<file path="src/rtl/xt_keyboard_pkg.sv">
// Shared types and constants for the XT keyboard receiver.
// Consumed by the receiver top and its testbench-facing interface.
package xt_keyboard_pkg;

  typedef enum logic [1:0] {
    IDLE,
    RECEIVE,
    HOLD
  } state_e;

  localparam int   KEYCODE_WIDTH   = 8;
  localparam int   DATA_BITS       = 8;
  localparam int   COUNT_WIDTH     = 4;
  localparam logic START_BIT_VALUE = 1'b1;

endpackage

</file>
<file path="src/rtl/xt_keyboard_receiver_if.sv">
// Keyboard line, 8255 control and interrupt signals of the XT receiver.
// master = keyboard/PPI side, slave = receiver.
interface xt_keyboard_receiver_if;
  import xt_keyboard_pkg::*;

  logic                     kbd_clock_in;
  logic                     kbd_data_in;
  logic                     clear_keycode;
  logic                     clock_enable;
  logic [KEYCODE_WIDTH-1:0] keycode;
  logic                     irq;
  logic                     kbd_clock_pull_low;

  modport master (
    output kbd_clock_in,
    output kbd_data_in,
    output clear_keycode,
    output clock_enable,
    input  keycode,
    input  irq,
    input  kbd_clock_pull_low
  );

  modport slave (
    input  kbd_clock_in,
    input  kbd_data_in,
    input  clear_keycode,
    input  clock_enable,
    output keycode,
    output irq,
    output kbd_clock_pull_low
  );

endinterface

</file>
<file path="src/rtl/xt_keyboard_sync.sv">
// Synchroniser for keyboard clock/data plus a registered falling-edge
// detector; data is registered alongside the edge flag.
module xt_keyboard_sync #(
  parameter int STAGES = 2
) (
  input  logic clk_i,
  input  logic rst_i,
  input  logic clk_async_i,
  input  logic data_async_i,
  output logic sync_data_o,
  output logic clk_fall_o
);

  logic [STAGES-1:0] clk_sync_q;
  logic [STAGES-1:0] data_sync_q;
  logic              clk_prev_q;
  logic              fall_q;
  logic              data_q;

  // Clock line idles high, so reset it high to avoid a false edge.
  always_ff @(posedge clk_i) begin
    if (rst_i) begin
      clk_sync_q  <= '1;
      data_sync_q <= '0;
      clk_prev_q  <= 1'b1;
      fall_q      <= 1'b0;
      data_q      <= 1'b0;
    end else begin
      clk_sync_q  <= {clk_sync_q[STAGES-2:0], clk_async_i};
      data_sync_q <= {data_sync_q[STAGES-2:0], data_async_i};
      clk_prev_q  <= clk_sync_q[STAGES-1];
      fall_q      <= clk_prev_q & ~clk_sync_q[STAGES-1];
      data_q      <= data_sync_q[STAGES-1];
    end
  end

  assign sync_data_o = data_q;
  assign clk_fall_o  = fall_q;

endmodule

</file>
<file path="src/rtl/xt_keyboard_receiver.sv">
// PC/XT keyboard serial receiver feeding 8255 port A and IRQ1.
// Optional inter-bit timeout: define XT_KEYBOARD_TIMEOUT_EN.
module xt_keyboard_receiver
  import xt_keyboard_pkg::*;
#(
  parameter int SYNC_STAGES    = 2,
  parameter int TIMEOUT_CYCLES = 100000,
  parameter int TIMER_WIDTH    = 17
) (
  input logic                  clock,
  input logic                  reset,
  xt_keyboard_receiver_if.slave kbd
);

  if (SYNC_STAGES < 2) begin : g_bad_sync
    $error("SYNC_STAGES must be at least 2");
  end
  if ($clog2(TIMEOUT_CYCLES) > TIMER_WIDTH) begin : g_bad_timer
    $error("TIMER_WIDTH too small for TIMEOUT_CYCLES");
  end

  logic sync_data;
  logic clk_fall;

  xt_keyboard_sync #(
    .STAGES (SYNC_STAGES)
  ) u_sync (
    .clk_i        (clock),
    .rst_i        (reset),
    .clk_async_i  (kbd.kbd_clock_in),
    .data_async_i (kbd.kbd_data_in),
    .sync_data_o  (sync_data),
    .clk_fall_o   (clk_fall)
  );

  state_e                   state_q, state_d;
  logic [KEYCODE_WIDTH-1:0] shift_q, shift_d;
  logic [COUNT_WIDTH-1:0]   bit_count_q, bit_count_d;
  logic [KEYCODE_WIDTH-1:0] keycode_q, keycode_d;
  logic                     irq_q, irq_d;
  logic                     pull_q, pull_d;

`ifdef XT_KEYBOARD_TIMEOUT_EN
  localparam logic [TIMER_WIDTH-1:0] TIMEOUT_LAST =
    TIMER_WIDTH'(TIMEOUT_CYCLES - 1);
  logic [TIMER_WIDTH-1:0] timer_q, timer_d;
`endif

  always_ff @(posedge clock) begin
    if (reset) begin
      state_q     <= IDLE;
      shift_q     <= '0;
      bit_count_q <= '0;
      keycode_q   <= '0;
      irq_q       <= 1'b0;
      pull_q      <= 1'b0;
`ifdef XT_KEYBOARD_TIMEOUT_EN
      timer_q     <= '0;
`endif
    end else begin
      state_q     <= state_d;
      shift_q     <= shift_d;
      bit_count_q <= bit_count_d;
      keycode_q   <= keycode_d;
      irq_q       <= irq_d;
      pull_q      <= pull_d;
`ifdef XT_KEYBOARD_TIMEOUT_EN
      timer_q     <= timer_d;
`endif
    end
  end

  always_comb begin
    state_d     = state_q;
    shift_d     = shift_q;
    bit_count_d = bit_count_q;
    keycode_d   = keycode_q;
    irq_d       = irq_q;
`ifdef XT_KEYBOARD_TIMEOUT_EN
    timer_d     = timer_q;
`endif

    if (kbd.clear_keycode) begin
      state_d     = IDLE;
      shift_d     = '0;
      bit_count_d = '0;
      keycode_d   = '0;
      irq_d       = 1'b0;
`ifdef XT_KEYBOARD_TIMEOUT_EN
      timer_d     = '0;
`endif
    end else if (!kbd.clock_enable) begin
      // Inhibit drops the frame but keeps a delivered code.
      state_d     = IDLE;
      shift_d     = '0;
      bit_count_d = '0;
`ifdef XT_KEYBOARD_TIMEOUT_EN
      timer_d     = '0;
`endif
    end else begin
      unique case (state_q)
        IDLE: begin
          if (clk_fall && sync_data == START_BIT_VALUE) begin
            state_d     = RECEIVE;
            shift_d     = '0;
            bit_count_d = '0;
`ifdef XT_KEYBOARD_TIMEOUT_EN
            timer_d     = '0;
`endif
          end
        end
        RECEIVE: begin
          if (clk_fall) begin
            shift_d     = {sync_data, shift_q[KEYCODE_WIDTH-1:1]};
            bit_count_d = bit_count_q + 1'b1;
`ifdef XT_KEYBOARD_TIMEOUT_EN
            timer_d     = '0;
`endif
            if (bit_count_q == COUNT_WIDTH'(DATA_BITS - 1)) begin
              keycode_d = shift_d;
              irq_d     = 1'b1;
              state_d   = HOLD;
            end
          end
`ifdef XT_KEYBOARD_TIMEOUT_EN
          else if (timer_q == TIMEOUT_LAST) begin
            state_d     = IDLE;
            shift_d     = '0;
            bit_count_d = '0;
            timer_d     = '0;
          end else begin
            timer_d = timer_q + 1'b1;
          end
`endif
        end
        HOLD: begin
          state_d = HOLD;
        end
        default: begin
          state_d = IDLE;
        end
      endcase
    end

    pull_d = (state_d == HOLD) | ~kbd.clock_enable;
  end

  assign kbd.keycode            = keycode_q;
  assign kbd.irq                = irq_q;
  assign kbd.kbd_clock_pull_low = pull_q;

endmodule
</file>
<file path="src/flat_wrapper.sv">
// flat-port wrapper written by rule: the top's interface ports become plain ports
module xt_keyboard_receiver_flat import xt_keyboard_pkg::*;
#(
  parameter int SYNC_STAGES    = 2,
  parameter int TIMEOUT_CYCLES = 100000,
  parameter int TIMER_WIDTH    = 17
)
  (clock, reset, kbd_kbd_clock_in, kbd_kbd_data_in, kbd_clear_keycode, kbd_clock_enable, kbd_keycode, kbd_irq, kbd_kbd_clock_pull_low);
  xt_keyboard_receiver_if kbd_i ();
  input logic clock;
  input logic reset;
  input wire logic [$bits(kbd_i.kbd_clock_in)-1:0] kbd_kbd_clock_in;
  input wire logic [$bits(kbd_i.kbd_data_in)-1:0] kbd_kbd_data_in;
  input wire logic [$bits(kbd_i.clear_keycode)-1:0] kbd_clear_keycode;
  input wire logic [$bits(kbd_i.clock_enable)-1:0] kbd_clock_enable;
  output wire logic [$bits(kbd_i.keycode)-1:0] kbd_keycode;
  output wire logic [$bits(kbd_i.irq)-1:0] kbd_irq;
  output wire logic [$bits(kbd_i.kbd_clock_pull_low)-1:0] kbd_kbd_clock_pull_low;
  assign kbd_i.kbd_clock_in = kbd_kbd_clock_in;
  assign kbd_i.kbd_data_in = kbd_kbd_data_in;
  assign kbd_i.clear_keycode = kbd_clear_keycode;
  assign kbd_i.clock_enable = kbd_clock_enable;
  assign kbd_keycode = kbd_i.keycode;
  assign kbd_irq = kbd_i.irq;
  assign kbd_kbd_clock_pull_low = kbd_i.kbd_clock_pull_low;
  xt_keyboard_receiver #(.SYNC_STAGES(SYNC_STAGES), .TIMEOUT_CYCLES(TIMEOUT_CYCLES), .TIMER_WIDTH(TIMER_WIDTH)) u_core (.clock(clock), .reset(reset), .kbd(kbd_i));
endmodule
</file>
<file path="config.mk">
export PLATFORM = sky130hd
export DESIGN_NAME = xt_keyboard_receiver_flat
export DESIGN_NICKNAME = d
export VERILOG_FILES = /design/src/rtl/xt_keyboard_pkg.sv /design/src/rtl/xt_keyboard_receiver_if.sv /design/src/rtl/xt_keyboard_sync.sv /design/src/rtl/xt_keyboard_receiver.sv /design/src/flat_wrapper.sv
export SDC_FILE = /design/constraint.sdc
export NUM_CORES = 1
export LEC_CHECK = 0
export BUFFER_PORTS_ARGS = -buffer_cell sky130_fd_sc_hd__buf_2
export CAP_MARGIN = 20
export CORE_MARGIN = 2
export CORE_UTILIZATION = 30
export DETAILED_ROUTE_END_ITERATION = 16
export PLACE_DENSITY = 0.55
export SLEW_MARGIN = 20
export SYNTH_ARGS = -nofsm -noshare
export SYNTH_HDL_FRONTEND = slang
export SYNTH_HIERARCHICAL = 1
export SYNTH_SLANG_ARGS = --single-unit
</file>
<file path="constraint.sdc">
create_clock -name clock -period 1.1 [get_ports clock]
set_input_delay 0.22 -clock clock [delete_from_list [all_inputs] [get_ports clock]]
set_output_delay 0.22 -clock clock [all_outputs]
set_load 0.02 [all_outputs]
</file>
### Word-level counts from Yosys, hierarchy flattened

Cells that the tools add are included.

| operators by class | value |
|---|---|
| eq/ne operators | 6 |
| reductions and logical operators | 7 |
| add/sub/neg operators | 1 |
| bitwise logic cells | 4 |
| mux-type cells | 12 |

Operators by type and width:

| cell | count |
|---|---|
| 8-bit two-way mux | 2 |
| 8-bit case mux with 2 select lines | 1 |
| 2-bit two-way mux | 5 |
| 4-bit two-way mux | 2 |
| 4-bit case mux with 2 select lines | 1 |
| 2-bit case mux with 3 select lines | 1 |
| 4-bit by 1-bit adder with 4-bit output, second input constant | 1 |
| 2-bit == test, second input constant | 2 |
| 4-bit by 3-bit == test with 1-bit output, second input constant | 1 |
| 4-bit AND reduction | 1 |
| 3-bit AND reduction | 1 |
| 3-bit OR reduction | 1 |
| 2-bit by 1-bit == test with 1-bit output, second input constant | 1 |
| 2-bit zero test | 1 |
| 2-bit by 1-bit inequality test with 1-bit output, second input constant | 1 |
| 2-bit inequality test, second input constant | 1 |
| 1-bit NOT | 2 |
| 2-bit nonzero test | 1 |
| 2-bit OR reduction | 1 |
| 1-bit bitwise AND | 1 |
| 1-bit logical AND | 1 |
| 1-bit OR | 1 |

| word-level totals | value |
|---|---|
| logic and storage cells | 41 |
| register bits | 31 |
| input port bits | 6 |
| output and inout port bits | 10 |

### Depth between registers and ports, before layout

| logic depth | value |
|---|---|
| depth after elaboration | 8 |
| depth in mapped cells | 5 |
| depth with buffers taken out | 4 |

### Modules after synthesis

Netlist, hierarchy kept.

Modules (own cells, without submodules):

| module | area an instance (µm²) | sequential area each (µm²) | times used | cells each |
|---|---|---|---|---|
| xt_keyboard_receiver | 968.4 | 460.4 | 1 | 112 |
| xt_keyboard_sync | 185.2 | 140.1 | 1 | 14 |

### Least setup slack after synthesis

Ideal clock, no wire load.

| timing path | value |
|---|---|
| kind | reg2reg |
| from | register u_core.bit_count_q[0] |
| to | register u_core.irq_q, in the netlist u_core/kbd.irq |
| cell stages (with the launch flop) | 6 |
| arrival time | 1.077 ns |
| period minus slack after synthesis | 1.195 ns |
| data required time | 0.982 ns |
| buffers on the path | 1 |
| slack | -0.095 ns |
| library setup time | 0.118 ns |
| path through | dfxtp_1 ha_1 and4b_2 buf_4 a21oi_1 nor2_1 |

| on the way | value |
|---|---|
| cells in the longest elaborated chain, start to end | 2 |

RTL lines:

| element | line | RTL |
|---|---|---|
| from (decl) | xt_keyboard_receiver.sv:38 | `logic [COUNT_WIDTH-1:0] bit_count_q, bit_count_d;` |
| from (signal assigned) | xt_keyboard_receiver.sv:63 | `bit_count_q <= bit_count_d;` |
| 4-bit by 3-bit == test with 1-bit output | xt_keyboard_receiver.sv:119 | `if (bit_count_q == COUNT_WIDTH'(DATA_BITS - 1)) begin` |
| 4-bit AND reduction (no line) | -- |  |
| to (signal assigned) | xt_keyboard_receiver.sv:65 | `irq_q <= irq_d;` |
| to (decl) | xt_keyboard_receiver.sv:40 | `logic irq_q, irq_d;` |

Every way passes these cells.
A chain may end at the register's enable or synchronous reset.

### Worst setup path in the final report

| timing path | value |
|---|---|
| from | register u_core.bit_count_q[1] |
| to | register u_core.keycode_q[2], in the netlist u_core/kbd.keycode[2] |

| on the way | value |
|---|---|
| cells in the longest elaborated chain, start to end | 2 |

RTL lines:

| element | line | RTL |
|---|---|---|
| 4-bit by 3-bit == test with 1-bit output | xt_keyboard_receiver.sv:119 |  |
| 4-bit AND reduction (no line) | -- |  |
| to (signal assigned) | xt_keyboard_receiver.sv:64 | `keycode_q <= keycode_d;` |
| to (decl) | xt_keyboard_receiver.sv:39 | `logic [KEYCODE_WIDTH-1:0] keycode_q, keycode_d;` |

Every way passes these cells.

==> out/qor.yml <==
status: "complete, but fails checks"
violations: "setup timing"
postSynthCellCount: 126
crit_required_ns: 1.26
crit_path_cell_trace: "ha_4 > nand4b_1 > buf_6 > o21ai_2 > a21oi_2"
drv_cap: 0
slowest_stage: "dfxtp_2"
synth_area_leaders: "dfxtp_1, a21oi_1, o21ai_0"
grt_max_degree: 11
yosys_warnings: 6
max_stage_delay_ns: 0.35
fin_setup_tns_ns: -0.481
whs_ns: 0.130
synth_area_leader_cell: "dfxtp_1"
placed_cell_area_um2: 1390
rows: 22
worst_pin_slew_ns: 0.308
slew_violations: 0
min_period_ns: 1.18
grt.overflow.total: 0
diodes: 0
regToRegSetupSlack_ns: -0.08
place.gp.congestion: 0.769
synth_compound_area_share_pct: 20.9
synth_area_um2: 1150
io_buffer_count: 15
synth-simple-area-share_pct: 21.1
post_route_cells_drive_above_1_share_pct: 36.8
worstSetupPathType: "flip-flop to flip-flop"
worst-path-buf-inv: 1
setup_viol_count_final: 9
fmax_ghz: 0.851
post_layout_nonfiller_instances: 211
synth_xor_xnor_area_share_pct: 0
grt_usage_pct: 13.3
finalClockSkew_ns: 0.00558
power_mw: 2.05
fp.dieW_um: 66.0
synth_common_cells: "dfxtp_1, a21oi_1, o21ai_0, nand2_1, nand3_1"
path_delay_family: "flip-flops"
drc: 0
post-route-period-util_pct: 107
synth-edff-count: 0
start_util_pct: 31.3
clockBufferDepth: 2
die_h_um: 66.0
wl_per_cell_um: 12.3
synth-adder-area-share_pct: 1.08
ys.flop_type: "dfxtp_1"
cts_sinks: 30
path_max_fanout: 8
io_pins: 16
synthMuxAreaShare_pct: 0
layout.nets: 169
vias: 1016
cts_root_buf: "clkbuf_8"
ys_types: 30
syn-num-nets: 133
grt_pass1_wl_um: 4320
post-place-ws_ns: -0.104
relSlewSlack_pct: 79.3
synth_top_family_by_area: "simple AND/OR/NAND/NOR gates"
drtPass1Iterations: 4
fin_util_pct: 42.2
dp_hpwl_um: 1830
min_path_type: "input pin to flip-flop"
crit_arrival_ns: 1.33
startpoint_type: "flip-flop"
drtAntennaViolNets: 0
cts.htree.levels: 2
clock_latency_ns: 0.27
design_area_um2: 1560
cts_hold_buf: 0
cts_buffers: 5
ys_ff_latch: 30
ys_async_sr_fraction_pct: 0
syn_avg_cell_area_um2: 9.16
area_growth_pct: 35.0
coreArea_um2: 3690
grt_pass1_vias: 983
drtIter0Drc: 65
p_per_area_nw_per_um2: 1310
peakVddDrop_uv: 712
setup_slack_ns: -0.0754
cp-end-kind: "flip-flop"
antenna_found_initial: 0
rsz0062_at_grt: "yes"
finalHoldViolations: 0
synth_top_area_share_pct: 52.1
clkTransAtPathRegs_ns: 0.06
fp.dieArea_um2: 4360
yosysMostFrequentCell: "dfxtp_1"
drt-total-wl_um: 2590
yosysSeqAreaShare_pct: 52.1
place_inst: 200
avgViaCountPerCell: 4.82
cts_tree: "done"
p_leak_nw: 0.567
[area by class of cell]
| cell class | count | area, µm² |
|---|---|---|
| sequential | 30 | 612 |
| clock buffer | 7 | 86.3 |
| inverter | 2 | 7.51 |
| clock inverter | 1 | 5.00 |
| fill | 386 | 2130 |
| multi-input combinational | 88 | 554 |
| timing repair buffer | 35 | 233 |
| tap | 48 | 60.1 |
[kinds of logic after synthesis]
logic type               Yosys count
AO/OA/AOI/OAI                     43
flip-flops                        30
AND/OR/NAND/NOR                   43
adder cells (fa/ha/maj)            1
buffers and inverters              9
[cells in the final DEF, fill, tap and decap left out, types with 2 or more instances in the layout]
cell	Yosys	final
o21ai_1	1	7
dfxtp_4	0	2
buf_6	2	2
a21oi_1	20	18
and3b_2	1	2
o21ai_2	0	3
nand3_1	9	9
nand2_1	10	10
clkbuf_8	0	6
a21oi_2	0	2
buf_4	1	18
nor2_1	5	5
dfxtp_2	0	3
or2_1	3	3
nor2b_1	4	4
buf_2	1	15
dfxtp_1	30	25
o21ai_0	18	9
nand4b_1	2	2
[report_power, final]
group / switching, mW / total, mW / leakage [nW] / internal [mW]
combinational: 0.0369 / 0.0641 / 0.273 / 0.0272
sequential: 0.00492 / 1.10 / 0.246 / 1.09
clock: 0.381 / 0.884 / 0.0482 / 0.503
total: 0.422 / 2.05 / 0.567 / 1.62
[path summary, 6_finish.rpt]
check,startpoint,cells past startpoint,endpoint
setup / recovery,u_core/bit_count_q[1],5,u_core/kbd.keycode[2]
hold reg to reg,u_core/u_sync/clk_sync_q[1],1,u_core/u_sync/clk_fall_o
setup reg to reg,u_core/bit_count_q[1],5,u_core/kbd.keycode[2]
hold / removal,kbd_kbd_clock_in,2,u_core/u_sync/clk_sync_q[0]
[state kept, by name, indices dropped and copies added, names as in the netlist]
signal and flops:
u_core/state_q 2, u_core/kbd.kbd_clock_pull_low 1, u_core/kbd.keycode 8, u_core/u_sync/sync_data_o 1
u_core/u_sync/clk_prev_q 1, u_core/shift_q 7, u_core/kbd.irq 1, u_core/u_sync/clk_sync_q 2
u_core/u_sync/data_sync_q 2, u_core/u_sync/clk_fall_o 1, u_core/bit_count_q 4
[worst reg2reg max path: stages (launching register included)]
cell	delay [ns]
dfxtp_2	0.35
ha_4	0.15
nand4b_1	0.17
buf_6	0.19
o21ai_2	0.13
a21oi_2	0.07
[metal layers]
layer  global-route usage (%)  wire (µm)  vias to the layer above
met3                     5.11        100                        2
met1                     15.8       1250                      474
met4                     4.59         10                        0
met5                        0          0                        -
met2                     22.0       1220                       19
li1                         -          -                      521
[what timing repair did]
| action | CTS | global route |
|---|---|---|
| pin swaps | 3 | 3 |
| endpoints found under the setup margin | 20 | 22 |
| gates cloned | 1 | 0 |
| gates resized for setup | 9 | 8 |
| setup buffers | 0 | 2 |
(Power assumes the default switching activity.)
